## config.mk

```make
export PLATFORM = sky130hd
export DESIGN_NAME = tile_pixel_fetch
export DESIGN_NICKNAME = d
export VERILOG_FILES = /design/src/rtl/tile_pixel_fetch.sv
export SDC_FILE = /design/constraint.sdc
export NUM_CORES = 1
export LEC_CHECK = 0
export ABC_AREA = 1
export CAP_MARGIN = 0
export CORE_MARGIN = 5
export CORE_UTILIZATION = 40
export DETAILED_ROUTE_END_ITERATION = 7
export PLACE_DENSITY = 0.84
export SYNTH_ARGS = -nofsm -noshare
export SYNTH_HDL_FRONTEND = slang
export SYNTH_SLANG_ARGS = --single-unit
export TNS_END_PERCENT = 1
```

## constraint.sdc

```tcl
create_clock -name clk -period 3 [get_ports clk]
set_input_delay 0.6 -clock clk [delete_from_list [all_inputs] [get_ports clk]]
set_output_delay 0.6 -clock clk [all_outputs]
set_load 0.1 [all_outputs]
```

## src/rtl/tile_pixel_fetch.sv

```systemverilog
// tile_pixel_fetch: three-stage pixel fetch for the tile video path.
// Stage 0 turns the pixel position into a tile map / colour address.
// Stage 1 turns the returned tile index into a bitmap ROM row address.
// Stage 2 selects the pixel bit and forms the palette lookup index.
// hsync/vsync ride a matching 3-deep delay line.
// Optional feature: define TILE_SCROLL_EN to add scroll_x/scroll_y inputs that
// offset the fetched coordinates (wrapping at the screen size).
module tile_pixel_fetch #(
  parameter int unsigned MAP_COLS = 80,
  parameter int unsigned SCREEN_W = 640,
  parameter int unsigned SCREEN_H = 400
) (
  input  logic        clk,
  input  logic        reset,
`ifdef TILE_SCROLL_EN
  input  logic [9:0]  scroll_x,
  input  logic [9:0]  scroll_y,
`endif
  input  logic [9:0]  x,
  input  logic [9:0]  y,
  input  logic        active_in,
  input  logic        hsync_in,
  input  logic        vsync_in,
  output logic        map_ren,
  output logic [11:0] map_raddr,
  input  logic [7:0]  map_rdata,
  output logic        col_ren,
  output logic [11:0] col_raddr,
  input  logic [3:0]  col_rdata,
  output logic        bmp_ren,
  output logic [11:0] bmp_raddr,
  input  logic [7:0]  bmp_rdata,
  output logic [4:0]  pal_idx,
  output logic        pixel_valid,
  output logic        hsync_out,
  output logic        vsync_out
);

  localparam logic [10:0] W_LIM = 11'(SCREEN_W);
  localparam logic [10:0] H_LIM = 11'(SCREEN_H);

  logic [9:0]  w_ex;
  logic [9:0]  w_ey;
  logic        w_inb;
  logic [6:0]  w_tileCol;
  logic [5:0]  w_tileRow;
  logic [3:0]  w_subRow;
  logic [2:0]  w_subCol;
  logic [11:0] w_rowBase;
  logic [11:0] w_addr;
  logic [2:0]  w_bitSel;

  logic        r_mapRen;
  logic [11:0] r_rdAddr;
  logic        r_inbD1;
  logic [3:0]  r_subRowD1;
  logic [2:0]  r_subColD1;

  logic        r_bmpRen;
  logic [11:0] r_bmpRaddr;
  logic [3:0]  r_paletteD2;
  logic [2:0]  r_subColD2;
  logic        r_inbD2;

  logic [4:0]  r_palIdx;
  logic        r_pixelValid;
  logic [2:0]  r_hsPipe;
  logic [2:0]  r_vsPipe;

`ifdef TILE_SCROLL_EN
  // Scrolled coordinates: one add and one conditional subtract wrap into the screen.
  logic [10:0] w_exSum;
  logic [10:0] w_eySum;
  assign w_exSum = {1'b0, x} + {1'b0, scroll_x};
  assign w_eySum = {1'b0, y} + {1'b0, scroll_y};
  assign w_ex = (w_exSum >= W_LIM) ? 10'(w_exSum - W_LIM) : w_exSum[9:0];
  assign w_ey = (w_eySum >= H_LIM) ? 10'(w_eySum - H_LIM) : w_eySum[9:0];
`else
  assign w_ex = x;
  assign w_ey = y;
`endif

  // Visibility always follows the raw timing position, never the scrolled one.
  assign w_inb = active_in && ({1'b0, x} < W_LIM) && ({1'b0, y} < H_LIM);

  assign w_tileCol = w_ex[9:3];
  assign w_tileRow = w_ey[9:4];
  assign w_subRow  = w_ey[3:0];
  assign w_subCol  = w_ex[2:0];

  // Row stride of 80 is built from two shifted copies so no multiplier appears.
  if (MAP_COLS == 80) begin : g_stride80
    assign w_rowBase = ({6'b0, w_tileRow} << 6) + ({6'b0, w_tileRow} << 4);
  end else begin : g_strideGeneric
    assign w_rowBase = 12'(w_tileRow * MAP_COLS);
  end

  assign w_addr = w_rowBase + {5'b0, w_tileCol};

  // Stage 1 registers: issue map/colour reads; the address holds across blank pixels.
  always_ff @(posedge clk) begin
    if (reset) begin
      r_mapRen   <= 1'b0;
      r_rdAddr   <= '0;
      r_inbD1    <= 1'b0;
      r_subRowD1 <= '0;
      r_subColD1 <= '0;
    end else begin
      r_mapRen   <= w_inb;
      if (w_inb) begin
        r_rdAddr <= w_addr;
      end
      r_inbD1    <= w_inb;
      r_subRowD1 <= w_subRow;
      r_subColD1 <= w_subCol;
    end
  end

  // Stage 2 registers: issue the bitmap row read and carry the palette number alongside it.
  always_ff @(posedge clk) begin
    if (reset) begin
      r_bmpRen    <= 1'b0;
      r_bmpRaddr  <= '0;
      r_paletteD2 <= '0;
      r_subColD2  <= '0;
      r_inbD2     <= 1'b0;
    end else begin
      r_bmpRen    <= r_inbD1;
      if (r_inbD1) begin
        r_bmpRaddr <= {map_rdata, r_subRowD1};
      end
      r_paletteD2 <= col_rdata;
      r_subColD2  <= r_subColD1;
      r_inbD2     <= r_inbD1;
    end
  end

  // Bit 7 of a bitmap row is the leftmost pixel, so column c selects bit 7-c.
  assign w_bitSel = ~r_subColD2;

  // Output stage: blank pixels are forced to palette index zero.
  always_ff @(posedge clk) begin
    if (reset) begin
      r_palIdx     <= '0;
      r_pixelValid <= 1'b0;
    end else begin
      r_pixelValid <= r_inbD2;
      r_palIdx     <= r_inbD2 ? {r_paletteD2, bmp_rdata[w_bitSel]} : 5'd0;
    end
  end

  // Sync delay lines matched to the three pixel stages.
  always_ff @(posedge clk) begin
    if (reset) begin
      r_hsPipe <= '0;
      r_vsPipe <= '0;
    end else begin
      r_hsPipe <= {r_hsPipe[1:0], hsync_in};
      r_vsPipe <= {r_vsPipe[1:0], vsync_in};
    end
  end

  assign map_ren     = r_mapRen;
  assign col_ren     = r_mapRen;
  assign map_raddr   = r_rdAddr;
  assign col_raddr   = r_rdAddr;
  assign bmp_ren     = r_bmpRen;
  assign bmp_raddr   = r_bmpRaddr;
  assign pal_idx     = r_palIdx;
  assign pixel_valid = r_pixelValid;
  assign hsync_out   = r_hsPipe[2];
  assign vsync_out   = r_vsPipe[2];

endmodule
```

==> impl_metrics.ini <==
[power]
clkPwrFrac_pct = 24.5
power.density_nw_per_um2 = 513
p_seq_share_pct = 47.1
combPwrFrac_pct = 28.4
peakVddDrop_uv = 268
power_w = 0.00156
cellInternalPower_w = 0.00102
p_leak_nw = 1.51
p_sw_share_pct = 34.6
p_sw_w = 0.000540

[routing]
route.vias.total = 1862
drtIter0Drc = 68
viasPerCell = 4.35
final_antenna_net_count = 0
wl_per_cell_um = 11.5
drc = 0
drt_first_pass_iters = 4
routed_wl_um = 4910

[status]
status = completed

[clock_network]
numCtsBuffers = 5
ctsHoldBuffers = 0
ctsResizeCount = 0
cts_tree = yes
htree_levels = 2
cts-root-buf = clkbuf_8
cts.sinks = 52
clock_latency_ns = 0.29
cts_setup_buffers = 0
path_clk_slew_ns = 0.10
cts_max_path_buffers = 2

[floorplanning]
die-area_um2 = 7130
io_pins = 92
rows = 27
coreArea_um2 = 5440
start_util_pct = 40.7
die_w_um = 84.4
die_h_um = 84.4

[worst_setup_path]
crit_slowest_cell = fa_1
r2r_start = r_inbD1
cpLargestDelayFamily = adder cells
cp_data_required_time_ns = 3.20
crit_path_start = y[4]
critPathBufInv = 4
cp_common_cell = nand2_1
slowest_delay_ns = 0.53
cp_cell_sequence = clkdlybuf4s50_1 > inv_1 > fa_1 > inv_1 > fa_1 > nand2_1 > nand2_1 > nand2_1 > o21ai_1 > nand2_1 > nand2_1 > nand2_1 > inv_1
critPathCaptureType = register
critPathLaunchType = input pin
path_max_fanout = 3
critPathKind = input pin to register
arrival_ns = 2.76
reg2regPathDepth = 3
cp_num_cells = 13

[grt]
grtUsageTotal_pct = 13.8
antenna_found_initial = 0
grt.overflow.total = 0
grt_pass1_vias = 1891
grt_pass1_wl_um = 8300
grt_max_degree = 27

[synthesis]
synth_top_area_cell = dfxtp_1
ys_seq_elements = 52
synth_top_cells_by_area = dfxtp_1 47%, nor2_1 12%, inv_1 6.3%
synth_cell_types = 25
yosysTopAreaCellShare_pct = 47.0
synthesis.nets = 335
avgSynthCellArea_um2 = 8.00
synth_common_cells = 71 x nor2_1, 52 x dfxtp_1, 37 x inv_1
seq_area_frac_synth_pct = 47.0
async_reset_ff_share_pct = 0
syn_area_um2 = 2210
syn_inst = 277
yosys_warnings = 0
synth_ff_type = dfxtp_1
yosysMostFrequentCell = nor2_1
synth-edff-count = 0

[placement]
port_buffers = 91
place_congestion = 0.837
place_ws_ns = 0.131
place_hpwl_um = 3940

[cells_and_area]
layout.nets = 413
drive_gt1_share_pct = 20.5
diodes = 0
area_delta_synth_final_pct = 37.7
fillCellCount = 503

[min_path]
hp-start = r_vsPipe[0]
hold_depth = 2
hp-class = register to register

[sta]
fin_tns_setup_ns = 0
rsz0062_at_grt = false
fmaxAchievable_mhz = 390
timing.hold.ws_ns = 0.407
setup_viol = 0
worst_pin_slew_ns = 0.700
slew_violations = 0
finalHoldViolations = 0
fin_crit_ns = 2.56
fin_skew_ns = 0.00842
maxSlewHeadroom_pct = 53.3
fin_crit_sh_pct = 85.4
setup_ws_ns = 0.437

[flow_run]
drv_cap = 0
-- registers in the layout, summed over array words and instances (netlist names) --
register,count
r_vsPipe,3
bmp_raddr,12
r_hsPipe,3
r_inbD1,1
pal_idx,5
r_subRowD1,4
r_subColD1,3
pixel_valid,1
r_inbD2,1
r_subColD2,3
r_paletteD2,4
col_raddr,12
-- final cells by class --
class                           count  area, um2  area share [%]
Timing Repair Buffer               92        801            26.3
Clock buffer                        6       72.6            2.38
Sequential cell                    52       1040            34.1
Clock inverter                      2       16.3           0.533
Multi-Input combinational cell    164        878            28.8
Tap cell                           72       90.1            2.95
Inverter                           40        150            4.92
-- power groups by stage --
stage / logic [W] / registers, W / clock network, W
CTS: 0.000448 / 0.000737 / 0.000397
finish: 0.000444 / 0.000737 / 0.000382
global placement: 0.000441 / 0.000752 / 0
detailed placement: 0.000447 / 0.000752 / 0
global route: 0.000475 / 0.000742 / 0.000425
floorplan: 0.000207 / 0.000875 / 0
-- worst paths after layout --
path | to | slack (ns)
setup / recovery | col_raddr[11] | 0.44
hold / removal | r_vsPipe[1] | 0.41
setup reg to reg | bmp_raddr[5] | 1.67
hold reg to reg | r_vsPipe[1] | 0.41
-- through the flow --
step	std cells	util, %	area, um2
3_3_place_gp	420	54.4	2960
4_1_cts	428	56.1	3050
5_1_grt	428	56.1	3050
6_report	428	56.1	3050
3_5_place_dp	420	54.4	2960
2_1_floorplan	277	-	2210
-- layout by cell type, fill, tap and decap left out, drive strengths merged, types with 2 or more instances in the layout --
cell type,instances
buf,48
xor2,2
o21ai,28
nand3,4
nor2,84
dfxtp,52
clkbuf,6
clkdlybuf4s50,44
nand2,24
fa,2
ha,11
inv,40
a21oi,3
-- routing by layer --
layer	global-route usage (%)	routed length, um
met2	26.5	2630
met3	2.36	225
met4	3.31	35
met1	15.8	2010
met5	0	0
-- cell families (layout without fill, tap and decap cells) --
family	after synthesis	in the layout	share of synthesized area, %
flip-flops	52	52	47.0
buffers and inverters	61	140	13.3
XOR/XNOR	3	3	1.19
adder cells (fa/ha/maj)	13	13	8.02
AND/OR/NAND/NOR	115	115	21.8
AO/OA/AOI/OAI	33	33	8.70
-- worst min-delay path: cells and delay by family, from the launching register on --
| kind | cells | cell delay, ns |
|---|---|---|
| buffers and inverters | 1 | 0.04 |
| and+or+nand+nor | 1 | 0.03 |
| DFF | 1 | 0.31 |
No activity file was read; power rests on OpenSTA's default activity.
